`src/rtl/bus_pkg.sv`:
```
// Shared definitions for the core/debug bus arbiter: state encoding, grant codes, error read data.
package bus_pkg;

  typedef enum logic [1:0] {
    ST_IDLE   = 2'd0,
    ST_ACCESS = 2'd1,
    ST_RESP   = 2'd2
  } state_t;

  localparam logic [1:0]  GRANT_M0  = 2'b01;
  localparam logic [1:0]  GRANT_M1  = 2'b10;
  localparam logic [63:0] ERR_RDATA = '1;

endpackage

```
`src/rtl/rr_arbiter2.sv`:
```
// Two-requester round-robin picker: single requester wins, a tie goes to the one not granted last.
module rr_arbiter2
  import bus_pkg::*;
(
  input  logic [1:0] req,
  input  logic       last_grant,
  output logic [1:0] grant
);

  always_comb begin
    grant = '0;
    unique case (req)
      2'b01:   grant = GRANT_M0;
      2'b10:   grant = GRANT_M1;
      2'b11:   grant = last_grant ? GRANT_M0 : GRANT_M1;
      default: grant = '0;
    endcase
  end

endmodule

```
`src/rtl/bus_arbiter.sv`:
```
// Two-master bus arbiter/sequencer (IDLE -> ACCESS -> RESP). Optional access timeout
// is enabled with `define BUS_ARB_TIMEOUT_EN.
module bus_arbiter
  import bus_pkg::*;
#(
  parameter int ADDR_W  = 64,
  parameter int DATA_W  = 64,
  parameter int TIMEOUT = 16
) (
  input  logic              clock,
  input  logic              reset,
  input  logic              m0_req,
  input  logic              m1_req,
  input  logic              m0_we,
  input  logic              m1_we,
  input  logic [ADDR_W-1:0] m0_addr,
  input  logic [ADDR_W-1:0] m1_addr,
  input  logic [DATA_W-1:0] m0_wdata,
  input  logic [DATA_W-1:0] m1_wdata,
  output logic [DATA_W-1:0] m0_rdata,
  output logic [DATA_W-1:0] m1_rdata,
  output logic              m0_ack,
  output logic              m1_ack,
  output logic              m0_err,
  output logic              m1_err,
  output logic [ADDR_W-1:0] bus_address,
  output logic [DATA_W-1:0] bus_wdata,
  output logic              bus_read,
  output logic              bus_write,
  input  logic [DATA_W-1:0] bus_rdata,
  input  logic              bus_ready,
  output logic [1:0]        grant,
  output logic              busy
);

  if (TIMEOUT < 2 || TIMEOUT > 255) begin : g_bad_timeout
    $error("bus_arbiter: TIMEOUT must be in 2..255");
  end

  state_t     state;
  logic       owner;       // 0 = m0, 1 = m1
  logic       owner_we;
  logic       last_grant;
  logic [1:0] arb_grant;

  rr_arbiter2 u_rr (
    .req        ({m1_req, m0_req}),
    .last_grant (last_grant),
    .grant      (arb_grant)
  );

`ifdef BUS_ARB_TIMEOUT_EN
  logic [7:0] wait_cnt;
`else
  assign m0_err = 1'b0;
  assign m1_err = 1'b0;
`endif

  always_ff @(posedge clock or negedge reset) begin
    if (!reset) begin
      state       <= ST_IDLE;
      owner       <= 1'b0;
      owner_we    <= 1'b0;
      last_grant  <= 1'b1;
      grant       <= '0;
      busy        <= 1'b0;
      m0_ack      <= 1'b0;
      m1_ack      <= 1'b0;
      m0_rdata    <= '0;
      m1_rdata    <= '0;
      bus_address <= '0;
      bus_wdata   <= '0;
      bus_read    <= 1'b0;
      bus_write   <= 1'b0;
`ifdef BUS_ARB_TIMEOUT_EN
      wait_cnt    <= '0;
      m0_err      <= 1'b0;
      m1_err      <= 1'b0;
`endif
    end else begin
      m0_ack <= 1'b0;
      m1_ack <= 1'b0;
`ifdef BUS_ARB_TIMEOUT_EN
      m0_err <= 1'b0;
      m1_err <= 1'b0;
`endif
      unique case (state)
        ST_IDLE: begin
          if (|arb_grant) begin
            owner       <= arb_grant[1];
            last_grant  <= arb_grant[1];
            grant       <= arb_grant;
            busy        <= 1'b1;
            owner_we    <= arb_grant[1] ? m1_we : m0_we;
            bus_address <= arb_grant[1] ? m1_addr : m0_addr;
            bus_wdata   <= arb_grant[1] ? m1_wdata : m0_wdata;
            bus_read    <= arb_grant[1] ? !m1_we : !m0_we;
            bus_write   <= arb_grant[1] ? m1_we : m0_we;
            state       <= ST_ACCESS;
`ifdef BUS_ARB_TIMEOUT_EN
            wait_cnt    <= '0;
`endif
          end
        end
        ST_ACCESS: begin
          // Ack and err are raised here so they are visible during the RESP cycle.
          if (bus_ready) begin
            bus_read  <= 1'b0;
            bus_write <= 1'b0;
            state     <= ST_RESP;
            if (owner) begin
              m1_ack <= 1'b1;
              if (!owner_we) m1_rdata <= bus_rdata;
            end else begin
              m0_ack <= 1'b1;
              if (!owner_we) m0_rdata <= bus_rdata;
            end
          end
`ifdef BUS_ARB_TIMEOUT_EN
          else if (wait_cnt == 8'(TIMEOUT - 1)) begin
            bus_read  <= 1'b0;
            bus_write <= 1'b0;
            state     <= ST_RESP;
            if (owner) begin
              m1_ack <= 1'b1;
              m1_err <= 1'b1;
              if (!owner_we) m1_rdata <= ERR_RDATA[DATA_W-1:0];
            end else begin
              m0_ack <= 1'b1;
              m0_err <= 1'b1;
              if (!owner_we) m0_rdata <= ERR_RDATA[DATA_W-1:0];
            end
          end else begin
            wait_cnt <= wait_cnt + 8'd1;
          end
`endif
        end
        ST_RESP: begin
          grant <= '0;
          busy  <= 1'b0;
          state <= ST_IDLE;
        end
        default: begin
          grant     <= '0;
          busy      <= 1'b0;
          bus_read  <= 1'b0;
          bus_write <= 1'b0;
          state     <= ST_IDLE;
        end
      endcase
    end
  end

endmodule

```
`config.mk`:
```
export PLATFORM = sky130hd
export DESIGN_NAME = bus_arbiter
export DESIGN_NICKNAME = d
export VERILOG_FILES = /design/src/rtl/bus_pkg.sv /design/src/rtl/rr_arbiter2.sv /design/src/rtl/bus_arbiter.sv
export SDC_FILE = /design/constraint.sdc
export NUM_CORES = 1
export LEC_CHECK = 0
export CAP_MARGIN = 30
export CORE_AREA = 2 2 230 232
export CTS_CLUSTER_SIZE = 40
export DETAILED_ROUTE_END_ITERATION = 8
export DIE_AREA = 0 0 232 234
export PLACE_DENSITY = 0.57
export SYNTH_ARGS = -nofsm -noshare
export SYNTH_HDL_FRONTEND = slang
export SYNTH_HIERARCHICAL = 1
export SYNTH_SLANG_ARGS = --single-unit
```
`constraint.sdc`:
```
create_clock -name clock -period 3.1 [get_ports clock]
set_clock_uncertainty 0.2 [all_clocks]
set_input_delay 0.93 -clock clock [delete_from_list [all_inputs] [get_ports clock]]
set_output_delay 0.93 -clock clock [all_outputs]
set_load 0.005 [all_outputs]
```
==> results of run 1 <==
final cells by class:
type                       count  share of cell area [%]
sequential                   268                   33.77
timing repair buffer         630                   32.20
multi-input combinational    416                   24.08
clock buffer                  43                   4.485
tap                          688                   4.334
clock inverter                15                   1.039
inverter                       4                 0.07559
antenna                        1                 0.01260
worst reg2reg max path: cells and delay by family (launching register included):
kind                   cells  cell delay, ps
DFF                        1             560
AOI/OAI and AO/OA          2             500
buffers and inverters      2             320
muxes                      1             350
worst max-delay path by stage:
stage               slack [ps]                        start  depth (start not counted)                           to
global route               370  bus_address[60]$_DFFE_PN0P_                          1              bus_address[60]
detailed placement          -7                       m1_req                          6    bus_wdata[61]$_DFFE_PN0P_
global placement            -6                       m1_req                          6    bus_wdata[61]$_DFFE_PN0P_
CTS                        390  bus_address[46]$_DFFE_PN0P_                          1              bus_address[46]
finish                     430  bus_address[46]$_DFFE_PN0P_                          1              bus_address[46]
floorplan                  380                       m1_req                          6  bus_address[10]$_DFFE_PN0P_
state kept, by name (all words and copies together), names as in the netlist, 2 cells and up:
register and count:
state 2, grant 2, bus_address 64, m0_rdata 64
m1_rdata 64, bus_wdata 64
routing by layer:
metal	GRT usage (%)	share of wire, %	up-vias	wire length [um]
met2	24.38	52	277	20030
met4	4.487	3.3	0	1284
met5	0	0	-	0
met3	3.405	6.6	59	2532
li1	-	-	3869	-
met1	15.59	38	4203	14670
cells in the mapped netlist:
cell       count  area share (%)
a21boi_0       2            0.13
a21boi_1       1           0.064
a21oi_1        1           0.042
a22o_1         2            0.15
a2bb2oi_1      1           0.074
and2_1         1           0.053
buf_1          5            0.16
buf_12         6             1.0
buf_2         23            0.98
buf_4          2            0.13
buf_6          1           0.096
clkbuf_1       7            0.22
conb_1         1           0.032
dfrtp_1      267              57
dfstp_2        1            0.22
inv_1          4            0.13
mux2_1         6            0.57
mux2_2       318              30
mux2_4        60             7.6
nand2_1        3           0.096
nand2b_1       1           0.053
nand3b_4       1            0.17
nor2_1         3           0.096
nor2b_1        1           0.053
nor3_4         1            0.14
nor3b_1        1           0.064
o21a_1         2            0.13
o21ai_0        7            0.30
or2b_1         1           0.064
or3b_1         1           0.074
power breakdown:
group          switching (mW)  internal [mW]
registers               0.961           5.26
logic                    2.54           5.60
clock network            1.50           2.41
through the flow:
stage	util [%]	total power, mW	setup TNS, ps
after floorplan	-	9.384	0
after global placement	36.07	14.45	-10.24
after detailed placement	36.07	14.56	-6.937
after CTS	38.17	18.65	0
after global routing	38.18	19.34	0
final	38.18	18.28	0
kinds of logic after synthesis:
family                 synth area share, %
multiplexers                         38.59
flip-flops                           56.90
buffers and inverters                2.728
AO/OA/AOI/OAI                       0.8809
AND/OR/NAND/NOR                     0.8600
other                              0.03181
==> impl_metrics.json, run 1 <==
{
  "routabilityCongestion": 0.8401,
  "timing.fmax_ghz": 0.3750,
  "ff2ff_setup_slack_ps": 1050,
  "grt_pass1_wl_mm": 56.56,
  "hold_violations": 0,
  "relSlewSlack_pct": 66.49,
  "yosysUniqueCellTypes": 30,
  "reg2reg_depth": 5,
  "wl_per_cell_um": 18.65,
  "cts.sinks": 268,
  "placed_cells": 2006,
  "cts_max_level": 1,
  "postLayoutCellArea_um2": 19860,
  "final_common_cell": "clkdlybuf4s50_1",
  "start_kind": "flip-flop",
  "yosys_warnings": 6,
  "cts-buffers-inserted": 31,
  "layout_min_cycle_time_ps": 2666,
  "core_um2": 52020,
  "clkSlewWorstSetupHoldPaths_ps": 60,
  "start_util_pct": 22.66,
  "synth-seq-area-share_pct": 56.90,
  "io_pins": 592,
  "r2r_end": "bus_address[35]$_DFFE_PN0P_",
  "drtIter0Drc": 208,
  "vdd.ir_drop.worst_uv": 424.4,
  "drive_gt1_share_pct": 34.81,
  "cp_cell_sequence": "clkdlybuf4s50_1",
  "vias": 8408,
  "drt-total-wl_mm": 38.52,
  "syn-mean-instance-area_um2": 16.13,
  "required_ps": 1970,
  "final_max_slew_viol_count": 0,
  "first_pass_iters": 4,
  "critical-path-top-delay-family": "buffers and inverters",
  "grt_max_degree": 61,
  "clockRootBuffer": "clkbuf_16",
  "ctsResizeCount": 0,
  "whs_ps": 91.74,
  "r2r_start": "last_grant$_DFFE_PN1P_",
  "cp.arrival_ps": 1540,
  "dieArea_um2": 54290,
  "n_fill_cell": 4977,
  "route.detailed.drc": 0,
  "path_buf_inv": 1,
  "hp-class": "in2async",
  "syn_inst": 731,
  "pre_cts_slack_ps": -6.937,
  "area_growth_pct": 68.51,
  "placed_cell_area_um2": 18760,
  "hpwl_mm": 29.87,
  "ys_ff_latch": 268,
  "path_class": "reg2out",
  "p_leak_nw": 8.267,
  "clk_path_buf_depth": 3,
  "status": "finished clean",
  "cp_slowest_cell": "clkdlybuf4s50_1",
  "chipWidth_um": 232,
  "setup_slack_ps": 433.6,
  "antenna_found_initial": 1,
  "portBuffers": 589,
  "cts_setup_buffers": 0,
  "ant_nets": 0,
  "grt_pass1_vias": 9109,
  "period_share_pct": 86.01,
  "instances_no_fill": 2065,
  "multi_input_area_um2": 4783,
  "final_cell_mix": "588 x clkdlybuf4s50_1, 318 x mux2_2, 267 x dfrtp_1, 60 x mux2_4, 31 x clkbuf_16",
  "register_area_um2": 6708,
  "rows": 84,
  "grt_overflow": 0,
  "path_max_fanout": 2,
  "worst_pin_slew_ps": 502.6,
  "cts_hold_repair.buffers": 0,
  "end_kind": "output pin",
  "layout.nets": 1678,
  "setup_viol": 0,
  "cts_tree": "yes",
  "drv_cap": 0,
  "vias_per_cell": 4.072,
  "dieHeight_um": 234,
  "power_density_nw_per_um2": 920.4,
  "slowest_delay_ps": 560,
  "track_usage_pct": 13.52,
  "clk_latency_ps": 570,
  "syn_area_um2": 11790,
  "rsz0062_at_grt": "no"
}
(Power assumes the default switching activity.)
==> run 2: changes to the inputs <==
CORE_AREA = 2 2 231 233   (was 2 2 230 232)
DIE_AREA = 0 0 233 235   (was 0 0 232 234)
PLACE_DENSITY = 0.56   (was 0.57)
clock period = 3 ns   (was 3.1 ns; I/O delays follow)
==> impl_metrics.json, run 2 (synthesized netlist as in run 1, its figures left out) <==
{
  "drive_gt1_share_pct": 34.80,
  "path_class": "reg2out",
  "p_switching_mw": 5.297,
  "area_growth_pct": 68.81,
  "track_usage_pct": 14.39,
  "grt_pass1_wl_mm": 59.51,
  "grt_pass1_vias": 9441,
  "cts-buffers-inserted": 34,
  "status": "finished clean",
  "clk_latency_ps": 530,
  "grt_overflow": 0,
  "power_frac_seq_pct": 34.0,
  "crit_cells": 1,
  "start_kind": "flip-flop",
  "met2_usage_pct": 26.70,
  "hp-class": "in2async",
  "cp_cell_sequence": "clkdlybuf4s50_1",
  "hold_violations": 0,
  "placed_cell_area_um2": 18780,
  "clk_path_buf_depth": 3,
  "timing.fmax_ghz": 0.3770,
  "fin_setup_tns_ps": 0,
  "drv_cap": 0,
  "postLayoutCellArea_um2": 19900,
  "core_um2": 52240,
  "final_common_cell": "clkdlybuf4s50_1",
  "cts_tree": "yes",
  "intPower_mw": 13.66,
  "reg2reg_depth": 4,
  "r2r_end": "bus_wdata[33]$_DFFE_PN0P_",
  "antenna_found_initial": 0,
  "instances_no_fill": 2073,
  "cts_max_level": 2,
  "setup_viol": 0,
  "route.detailed.drc": 0,
  "drt-total-wl_mm": 40.28,
  "wl_per_cell_um": 19.43,
  "slowest_delay_ps": 610,
  "rsz0062_at_grt": "no",
  "cts_hold_repair.buffers": 0,
  "p_leak_nw": 8.289,
  "layout_min_cycle_time_ps": 2653,
  "end_kind": "output pin",
  "start_util_pct": 22.57,
  "final_max_slew_viol_count": 0,
  "drtIter0Drc": 210,
  "rows": 84,
  "antenna_cells": 0,
  "ant_nets": 0,
  "chipWidth_um": 233,
  "grt_max_degree": 61,
  "ctsResizeCount": 0,
  "cp.arrival_ps": 1550,
  "r2r_start": "state[0]$_DFFE_PN0P_",
  "cts.sinks": 268,
  "p_sw_share_pct": 27.94,
  "p_comb_share_pct": 44.5,
  "clockRootBuffer": "clkbuf_16",
  "hpwl_mm": 31.50,
  "critical-path-top-delay-family": "buffers and inverters",
  "power_density_nw_per_um2": 952.6,
  "cp_slowest_cell": "clkdlybuf4s50_1",
  "placed_cells": 2011,
  "portBuffers": 589,
  "dieHeight_um": 235,
  "cts_setup_buffers": 0,
  "layout.nets": 1686,
  "ff2ff_setup_slack_ps": 830,
  "met1_usage_pct": 16.21,
  "vdd.ir_drop.worst_uv": 472.4,
  "whs_ps": 64.49,
  "grt_use_met3_pct": 3.204,
  "dieArea_um2": 54760,
  "path_buf_inv": 1,
  "clkSlewWorstSetupHoldPaths_ps": 60,
  "busiest_layer": "met2",
  "final_cell_mix": "588 x clkdlybuf4s50_1, 318 x mux2_2, 267 x dfrtp_1, 60 x mux2_4, 35 x clkbuf_16",
  "io_pins": 592,
  "required_ps": 1900,
  "power_mw": 18.96,
  "routabilityCongestion": 0.8252,
  "clkPwrFrac_pct": 21.5,
  "path_max_fanout": 2,
  "vias": 8492,
  "first_pass_iters": 4,
  "vias_per_cell": 4.096,
  "period_share_pct": 88.42
}
## run 2: changes by cell type in the layout (fill, tap and decap cells not counted), sizes merged
cell | previous run | this run
buf | 42 | 47
bufinv | 5 | 1
clkbuf | 43 | 55
clkinv | 8 | 6
clkinvlp | 1 | 0
diode | 1 | 0
inv | 5 | 4
## run 2: through the flow
stage | setup slack [ps] | utilization [%]
2_1_floorplan | 314.8 | -
3_3_place_gp | -47.21 | 35.94
3_5_place_dp | -76.87 | 35.94
4_1_cts | 280.5 | 38.10
5_1_grt | 272.0 | 38.10
6_report | 347.3 | 38.10
## run 2: worst max path at each step
stage                    startpoint                     endpoint  slack [ps]
2_1_floorplan                m1_req  bus_address[10]$_DFFE_PN0P_         310
6_report       bus_read$_DFFE_PN0P_                     bus_read         350
3_3_place_gp                 m1_req    bus_wdata[18]$_DFFE_PN0P_         -50
4_1_cts        bus_read$_DFFE_PN0P_                     bus_read         280
3_5_place_dp                 m1_req    bus_wdata[33]$_DFFE_PN0P_         -80
5_1_grt        bus_read$_DFFE_PN0P_                     bus_read         270
## run 2: power by group through the flow
stage	sequential [mW]	combinational [mW]	clock (mW)
3_5_place_dp	6.50	8.58	0
2_1_floorplan	6.52	3.18	0
6_report	6.45	8.43	4.08
4_1_cts	6.48	8.62	4.24
3_3_place_gp	6.44	8.53	0
5_1_grt	6.70	8.94	4.40
## run 2: per-layer routing
metal | part of all wire (%) | wire length, um
met1 | 39 | 15640
met2 | 53 | 21370
met3 | 5.6 | 2275
met4 | 2.5 | 992
met5 | 0 | 0
## run 2: layout make-up
type	count	area [um2]
timing repair buffer	635	6409
tap	688	860.8
clock buffer	55	1041
fill	5017	32340
multi-input combinational	416	4783
sequential	268	6708
clock inverter	7	82.58
inverter	4	15.01
==> run 3: changes to the inputs <==
PLACE_DENSITY = default   (was 0.56)
PLACE_DENSITY_LB_ADDON = 0.15   (was default)
==> impl_metrics.json, run 3 (synthesized netlist as in run 1, its figures left out) <==
{
  "setup_slack_ps": 359.4,
  "layout.nets": 1675,
  "hpwl_mm": 32.71,
  "io_pins": 592,
  "p_leak_nw": 8.263,
  "portBuffers": 589,
  "pre_cts_slack_ps": 24.39,
  "hp-class": "in2async",
  "path_max_fanout": 2,
  "wl_per_cell_um": 20.59,
  "grt_pass1_vias": 9226,
  "vias_per_cell": 4.093,
  "area_growth_pct": 68.87,
  "start_kind": "flip-flop",
  "dieArea_um2": 54760,
  "dieHeight_um": 235,
  "grt_overflow": 0,
  "cp_slowest_cell": "clkdlybuf4s50_1",
  "status": "finished clean",
  "antenna_found_initial": 1,
  "cts_tree": "yes",
  "final_cell_mix": "588 x clkdlybuf4s50_1, 318 x mux2_2, 267 x dfrtp_1, 60 x mux2_4, 37 x clkbuf_16",
  "required_ps": 1900,
  "final_common_cell": "clkdlybuf4s50_1",
  "vdd.ir_drop.worst_uv": 420.8,
  "drtIter0Drc": 201,
  "period_share_pct": 88.02,
  "antenna_cells": 0,
  "chipWidth_um": 233,
  "timing.fmax_ghz": 0.3787,
  "end_kind": "output pin",
  "first_pass_iters": 2,
  "r2r_end": "bus_address[28]$_DFFE_PN0P_",
  "multi_input_area_um2": 4783,
  "cp.arrival_ps": 1540,
  "clkSlewWorstSetupHoldPaths_ps": 60,
  "utilization_pct": 38.11,
  "rows": 84,
  "crit_cells": 1,
  "routabilityCongestion": 0.7877,
  "rsz0062_at_grt": "no",
  "slowest_delay_ps": 660,
  "power_density_nw_per_um2": 959.0,
  "path_class": "reg2out",
  "clk_latency_ps": 530,
  "start_util_pct": 22.57,
  "clkPwrFrac_pct": 21.8,
  "instances_no_fill": 2057,
  "register_area_um2": 6708,
  "cts_setup_buffers": 0,
  "power_mw": 19.09,
  "ant_nets": 0,
  "p_switching_mw": 5.350,
  "clk_path_buf_depth": 3,
  "cts-buffers-inserted": 35,
  "critical-path-top-delay-family": "buffers and inverters",
  "placed_cells": 1999,
  "cts_max_level": 2,
  "setup_viol": 0,
  "reg2reg_depth": 5,
  "route.detailed.drc": 0,
  "r2r_start": "last_grant$_DFFE_PN1P_",
  "final_max_slew_viol_count": 0,
  "vias": 8420,
  "fin_setup_tns_ps": 0,
  "drv_cap": 0,
  "hold_violations": 0,
  "clockRootBuffer": "clkbuf_16",
  "power_frac_seq_pct": 33.6,
  "p_sw_share_pct": 28.02,
  "crit_start": "bus_write$_DFFE_PN0P_",
  "ff2ff_setup_slack_ps": 950,
  "ctsResizeCount": 0,
  "grt_pass1_wl_mm": 61.60,
  "n_fill_cell": 5027,
  "cts.sinks": 268,
  "grt_max_degree": 66,
  "core_um2": 52240,
  "intPower_mw": 13.74,
  "drive_gt1_share_pct": 34.40,
  "drt-total-wl_mm": 42.36,
  "p_comb_share_pct": 44.5,
  "layout_min_cycle_time_ps": 2641,
  "path_buf_inv": 1,
  "cp_cell_sequence": "clkdlybuf4s50_1",
  "cts_hold_repair.buffers": 0,
  "track_usage_pct": 15.23
}
==> run 3: worst max path at each step <==
| stage | endpoint | slack [ps] |
|---|---|---|
| CTS | bus_write | 290 |
| global placement | bus_wdata[59]$_DFFE_PN0P_ | 30 |
| global route | bus_write | 290 |
| finish | bus_write | 360 |
| detailed placement | bus_address[16]$_DFFE_PN0P_ | 20 |
| floorplan | bus_address[10]$_DFFE_PN0P_ | 310 |
==> run 3: through the flow <==
step	hold WS, ps	instance area (um2)
5_1_grt	106.2	19910
2_1_floorplan	282.4	11790
3_5_place_dp	278.4	18770
3_3_place_gp	270.5	18770
6_report	97.91	19910
4_1_cts	76.06	19910
==> run 3: layer usage <==
metal	part of all wire [%]	vias to the layer above	GRT usage [%]
li1	-	3843	-
met1	36	4226	16.14
met2	53	269	28.13
met3	6.8	80	4.223
met4	3.5	2	6.138
met5	0.031	-	0
==> run 3: power by group through the flow <==
stage | clock network [mW] | registers (mW) | logic, mW
6_report | 4.17 | 6.42 | 8.50
5_1_grt | 4.49 | 6.67 | 9.03
4_1_cts | 4.36 | 6.45 | 8.73
3_5_place_dp | 0 | 6.48 | 8.69
3_3_place_gp | 0 | 6.45 | 8.65
2_1_floorplan | 0 | 6.52 | 3.18
==> run 3: final cells by class <==
cell class | count | share of cell area (%)
Clock buffer | 52 | 5.387
Multi-Input combinational cell | 416 | 24.03
Clock inverter | 6 | 0.3017
Inverter | 4 | 0.07543
Timing Repair Buffer | 623 | 32.18
Sequential cell | 268 | 33.70
Tap cell | 688 | 4.325
==> RTL edit 1 (settings of run 1) <==
The option `BUS_ARB_TIMEOUT_EN` is turned on by a define.
--- a/src/rtl/bus_arbiter.sv
+++ b/src/rtl/bus_arbiter.sv
@@ -1,4 +1,6 @@
 // Two-master bus arbiter/sequencer (IDLE -> ACCESS -> RESP). Optional access timeout
 // is enabled with `define BUS_ARB_TIMEOUT_EN.
+`define BUS_ARB_TIMEOUT_EN
+
 module bus_arbiter
   import bus_pkg::*;
Check against the original RTL: not settled (the Yosys comparison gave no result); the edit may change what the design does.
==> RTL edit 1 against run 1 <==
- sequential cell count increased by 10
- largest power group unchanged
- synthesized cell count increased by 39%
- worst hold slack got worse by 0.016 ns
- design area increased by 2.6%
- area after synthesis increased by 3.4%
- total power increased by 3.7%
- die area unchanged
- critical path depth unchanged
- largest cell class unchanged
- wire length increased by 19%
- setup slack got worse by 0.11 ns
- critical endpoint is now bus_address[17]
==> RTL edit 1: results (changes against run 1) <==
* Largest net degree at the start of global routing at 74 (+21%)
* Area fraction in compound gates after synthesis at 19.1% (+18 points)
* Hold WS at 0.0755 ns (-0.0162 ns)
* CTS buffer count at 35 (+13%)
* Layout cells sized above 1 at 11.0% (-24 points)
* Sequential-to-total area share from yosys stat at 57.1% (+0.17 points)
* Async SR Flop Fraction at 100% (unchanged)
* R2R Setup Slk at 0.80 ns (-0.25 ns)
* Ys Warns at 6 (unchanged)
* Detail Route Antenna Nets at 0 (unchanged)
* Dpl hpwl at 35000 microns (+17%)
* M1 WL at 17900 microns (+22%)
* Synth cell types at 44 (+47%)
* Vias in the first global route at 10800 (+18%)
* Worst Setup EP: bus_address[17]
* Post-synthesis cell count at 1014 (+39%)
* DR pass1 iterations at 4 (unchanged)
* Post-Synth Adder-Cell Area at 0.103% (+0.10 points)
* Initial antenna violation count at 16 (+15)
* Comb power frac at 43.6% (-0.9 points)
* Worst VDD drop at 372 uV (-12%)
* Vias at 10300 (+22%)
* Synthesized netlist net count at between 1000 and 1500
* Final period util at 89.5% (+3.4 points)
* CP peak stage delay at 0.78 ns (+0.22 ns)
* Worst-skew pair later-pin latency at 0.52 ns (-0.05 ns)
* Number of nets in the layout at 1940 (+16%)
* Final RePlAce weighted congestion at 0.811 (-3.5%)
* Synth area leaders: dfrtp_1 (57%), mux2i_1 (11%), a2bb2oi_2 (7.4%)
* Mux share of post-synthesis cell area at 10.7% (-28 points)
* Sw Pwr at 5.97 mW (+19%)
* GRT Util Overall at 16.4% (+2.8 points)
* Status: finished, final reports clean
* Met2 wire len at 22100 microns (+10%)
* Reg clk slew, reported paths at 0.06 ns (about the same)
* Crit path DAT at 1.64 ns (+0.10 ns)
* Combinational Power at 8.27 mW (+2%)
* Post-synth top cells: dfrtp_1 (277), nand2_1 (138), o21ai_0 (134)
* Port Buffers at 591 (+0.34%)
* R2r startpoint: state[1]$_DFFE_PN0P_
* Max_slew headroom at 45.2% (-21 points)
* Xor/xnor share of the synthesized area at 0.0718% (+0.072 points)
* Post-cts resize count at 0 (unchanged)
* P_clk at 4.17 mW (+6.6%)
* R2R Path End: m0_rdata[11]$_DFFE_PN0P_
* R2r worst-path depth at 4 (-1)
* Family with the most delay on the worst path: buffers and inverters
* DR vias/cell at 4.40 (+8.2%)
* 1st-iter DRT viols at 459 (+120%)
* Crit path launch: bus_address[17]$_DFFE_PN0P_
* Post-Place Cells at 2263 (+13%)
* Global-route wire length before repair at 67500 microns (+19%)
* Max layer used: met5
* DP Worst Slack at 0.0605 ns (+0.0674 ns)
* Leak at 8.44 nW (+2.0%)
* Met3 routed WL at 4480 microns (+77%)
* H-tree depth at 2 (+1)
* DR WL/cell at 19.7 microns (+5.5%)
==> RTL edit 1: routing by layer <==
layer  up-vias  global-route usage [%]
met2       438                    27.4
li1       4819                       -
met1      4923                    19.1
met4        10                    5.61
met5         -                       0
met3        80                    6.40
==> RTL edit 1: area by class of cell <==
type                    count  area [sq um]
diodes                      6          15.0
clock buffers              52          1060
clock inverters            11           126
fillers                  5093         31700
inverters                   4          15.0
multi-input cells         652          4840
flip-flops and latches    278          6960
well taps                 688           861
repair buffers            641          6490
==> RTL edit 1: per-stage QoR <==
stage | utilization [%] | area (sq um)
final | 39.2 | 20400
after global routing | 39.2 | 20400
after CTS | 39.1 | 20400
after detailed placement | 36.8 | 19200
after global placement | 36.8 | 19200
after floorplan | - | 12200
==> RTL edit 1: logic make-up (layout without fill, tap and decap cells) <==
logic type	after synthesis	in the layout
compound gates	280	280
simple gates	240	240
xor+xnor	1	1
mux	130	130
flops	278	278
fa+ha+maj	1	1
buf+inv	84	708
other cells	0	6
==> RTL edit 2 (settings of run 1) <==
Without the edit above. Reset style: synchronous (`reset`), changed in one clocked block.
--- a/src/rtl/bus_arbiter.sv
+++ b/src/rtl/bus_arbiter.sv
@@ -57,5 +57,5 @@
 `endif
 
-  always_ff @(posedge clock or negedge reset) begin
+  always_ff @(posedge clock) begin
     if (!reset) begin
       state       <= ST_IDLE;
Function: changed (a bounded check fails within 4 cycles, from zero or initial values and one cycle with reset low; the reset may be asserted at any time).
==> RTL edit 2 against run 1 <==
- sequential share of layout area is 6.2 points lower
- die area unchanged
- area after synthesis fell by 2.2%
- highest routed layer is now met5
- wire length is 17% higher
- setup slack better by 0.043 ns
- maximum frequency increased by 1.6%
- design area shrank 1.9%
- sequential cell count is the same
- critical endpoint is now m0_rdata[31]
- count of clock-buffer cells in the layout up 10
Power is not compared: it rests on default switching activity, and its combinational part moved more than twofold at a synthesized area within 25%.
==> RTL edit 2: results (changes against run 1) <==
* Final wirelength at 45100 microns (+17%)
* Clock Buffer Count at 53 (+23%)
* Post-Place Cells at 2348 (+17%)
* Hold WS at 0.253 ns (+0.161 ns)
* Post-synth top cells: dfxtp_1 (268), mux2i_1 (257), nand2_1 (195)
* Max layer used: met5
* Measured slew at the worst slew-check pin at 0.773 ns (+0.271 ns)
* Post-synthesis cell count at 1125 (+54%)
* DR WL/cell at 18.7 microns (+0.24%)
* 1st-iter DRT viols at 370 (+78%)
* Sequential-to-total area share from yosys stat at 46.6% (-10 points)
* Placed Area at 18400 sq um (-2.0%)
* Global-route wire length before repair at 66600 microns (+18%)
* Area fraction in compound gates after synthesis at 12.0% (+11 points)
* R2R Setup Slk at 1.02 ns (-0.03 ns)
* # diodes at 6 (+5)
* R2r worst-path depth at 4 (-1)
* H-tree depth at 2 (+1)
* Primary FF master, synth: dfxtp_1
* Fraction of area in multi-input gates at 28.2% (+4.2 points)
* Mux share of post-synthesis cell area at 22.3% (-16 points)
* GRT Util Overall at 16.0% (+2.5 points)
* Final RePlAce weighted congestion at 0.848 (+0.98%)
* Largest net degree at the start of global routing at 82 (+34%)
* Clk cell area share at 5.50% (-0.021 points)
* Synth cell types at 33 (+10%)
* DP Worst Slack at 0.0739 ns (+0.0808 ns)
* R2R Path End: m0_rdata[47]$_SDFFE_PN0P_
* Initial antenna violation count at 11 (+10)
* Area Growth Syn to Fin at 69.1%
* Fillcell total at 5198 (+4.4%)
* Final WS setup at 0.477 ns (+0.0431 ns)
* Met2 wire len at 21900 microns (+9.4%)
* Worst Hold Class: reg -> reg
* DR pass1 iterations at 6 (+2)
* Number of nets in the layout at 2023 (+21%)
* Met2 Resource Use GR at 27.4% (+3.0 points)
* Dpl hpwl at 34700 microns (+16%)
* Async SR Flop Fraction at 0% (-100 points)
* CTS buffer count at 34 (+9.7%)
* Synth area leaders: dfxtp_1 (47%), mux2i_1 (22%), o211a_1 (11%)
* GR met3 Demand/Resource at 6.01% (+2.6 points)
* CP peak stage delay at 0.54 ns (-0.02 ns)
* Nonclk buf count at 647 (+2.7%)
* Status: finished, final reports clean
* Non-clk invs at 2 (-2)
* Crit path launch: m0_rdata[31]$_SDFFE_PN0P_
* Fraction of area in registers at 27.5% (-6.2 points)
* R2r startpoint: state[0]$_SDFFE_PN0P_
[RTL edit 2: cell types whose count changed after synthesis, moves of 130 or more]
cell     delta
nand2_1   +192
mux2i_1   +257
nand3_1   +130
dfrtp_1   -267
mux2_2    -318
dfxtp_1   +268
[RTL edit 2: tightest hold or removal path, stage by stage (launching register included)]
cell     delay (ns)
dfxtp_1        0.30
nand2_1        0.05
mux2i_1        0.05
[RTL edit 2: cells by family (layout without fill, tap and decap cells)]
family | Yosys count | in the layout
flip-flops | 268 | 268
buffers and inverters | 115 | 708
multiplexers | 257 | 257
AO/OA/AOI/OAI | 142 | 142
AND/OR/NAND/NOR | 342 | 342
other | 1 | 8
[RTL edit 2: power by group through the flow]
stage / Combinational, mW / Sequential [mW] / Clock (mW)
4_1_cts: 2.26 / 3.90 / 3.95
6_report: 2.22 / 3.90 / 3.79
5_1_grt: 2.39 / 3.93 / 4.08
2_1_floorplan: 0.875 / 3.96 / 0
3_5_place_dp: 2.24 / 3.97 / 0
3_3_place_gp: 2.24 / 3.96 / 0
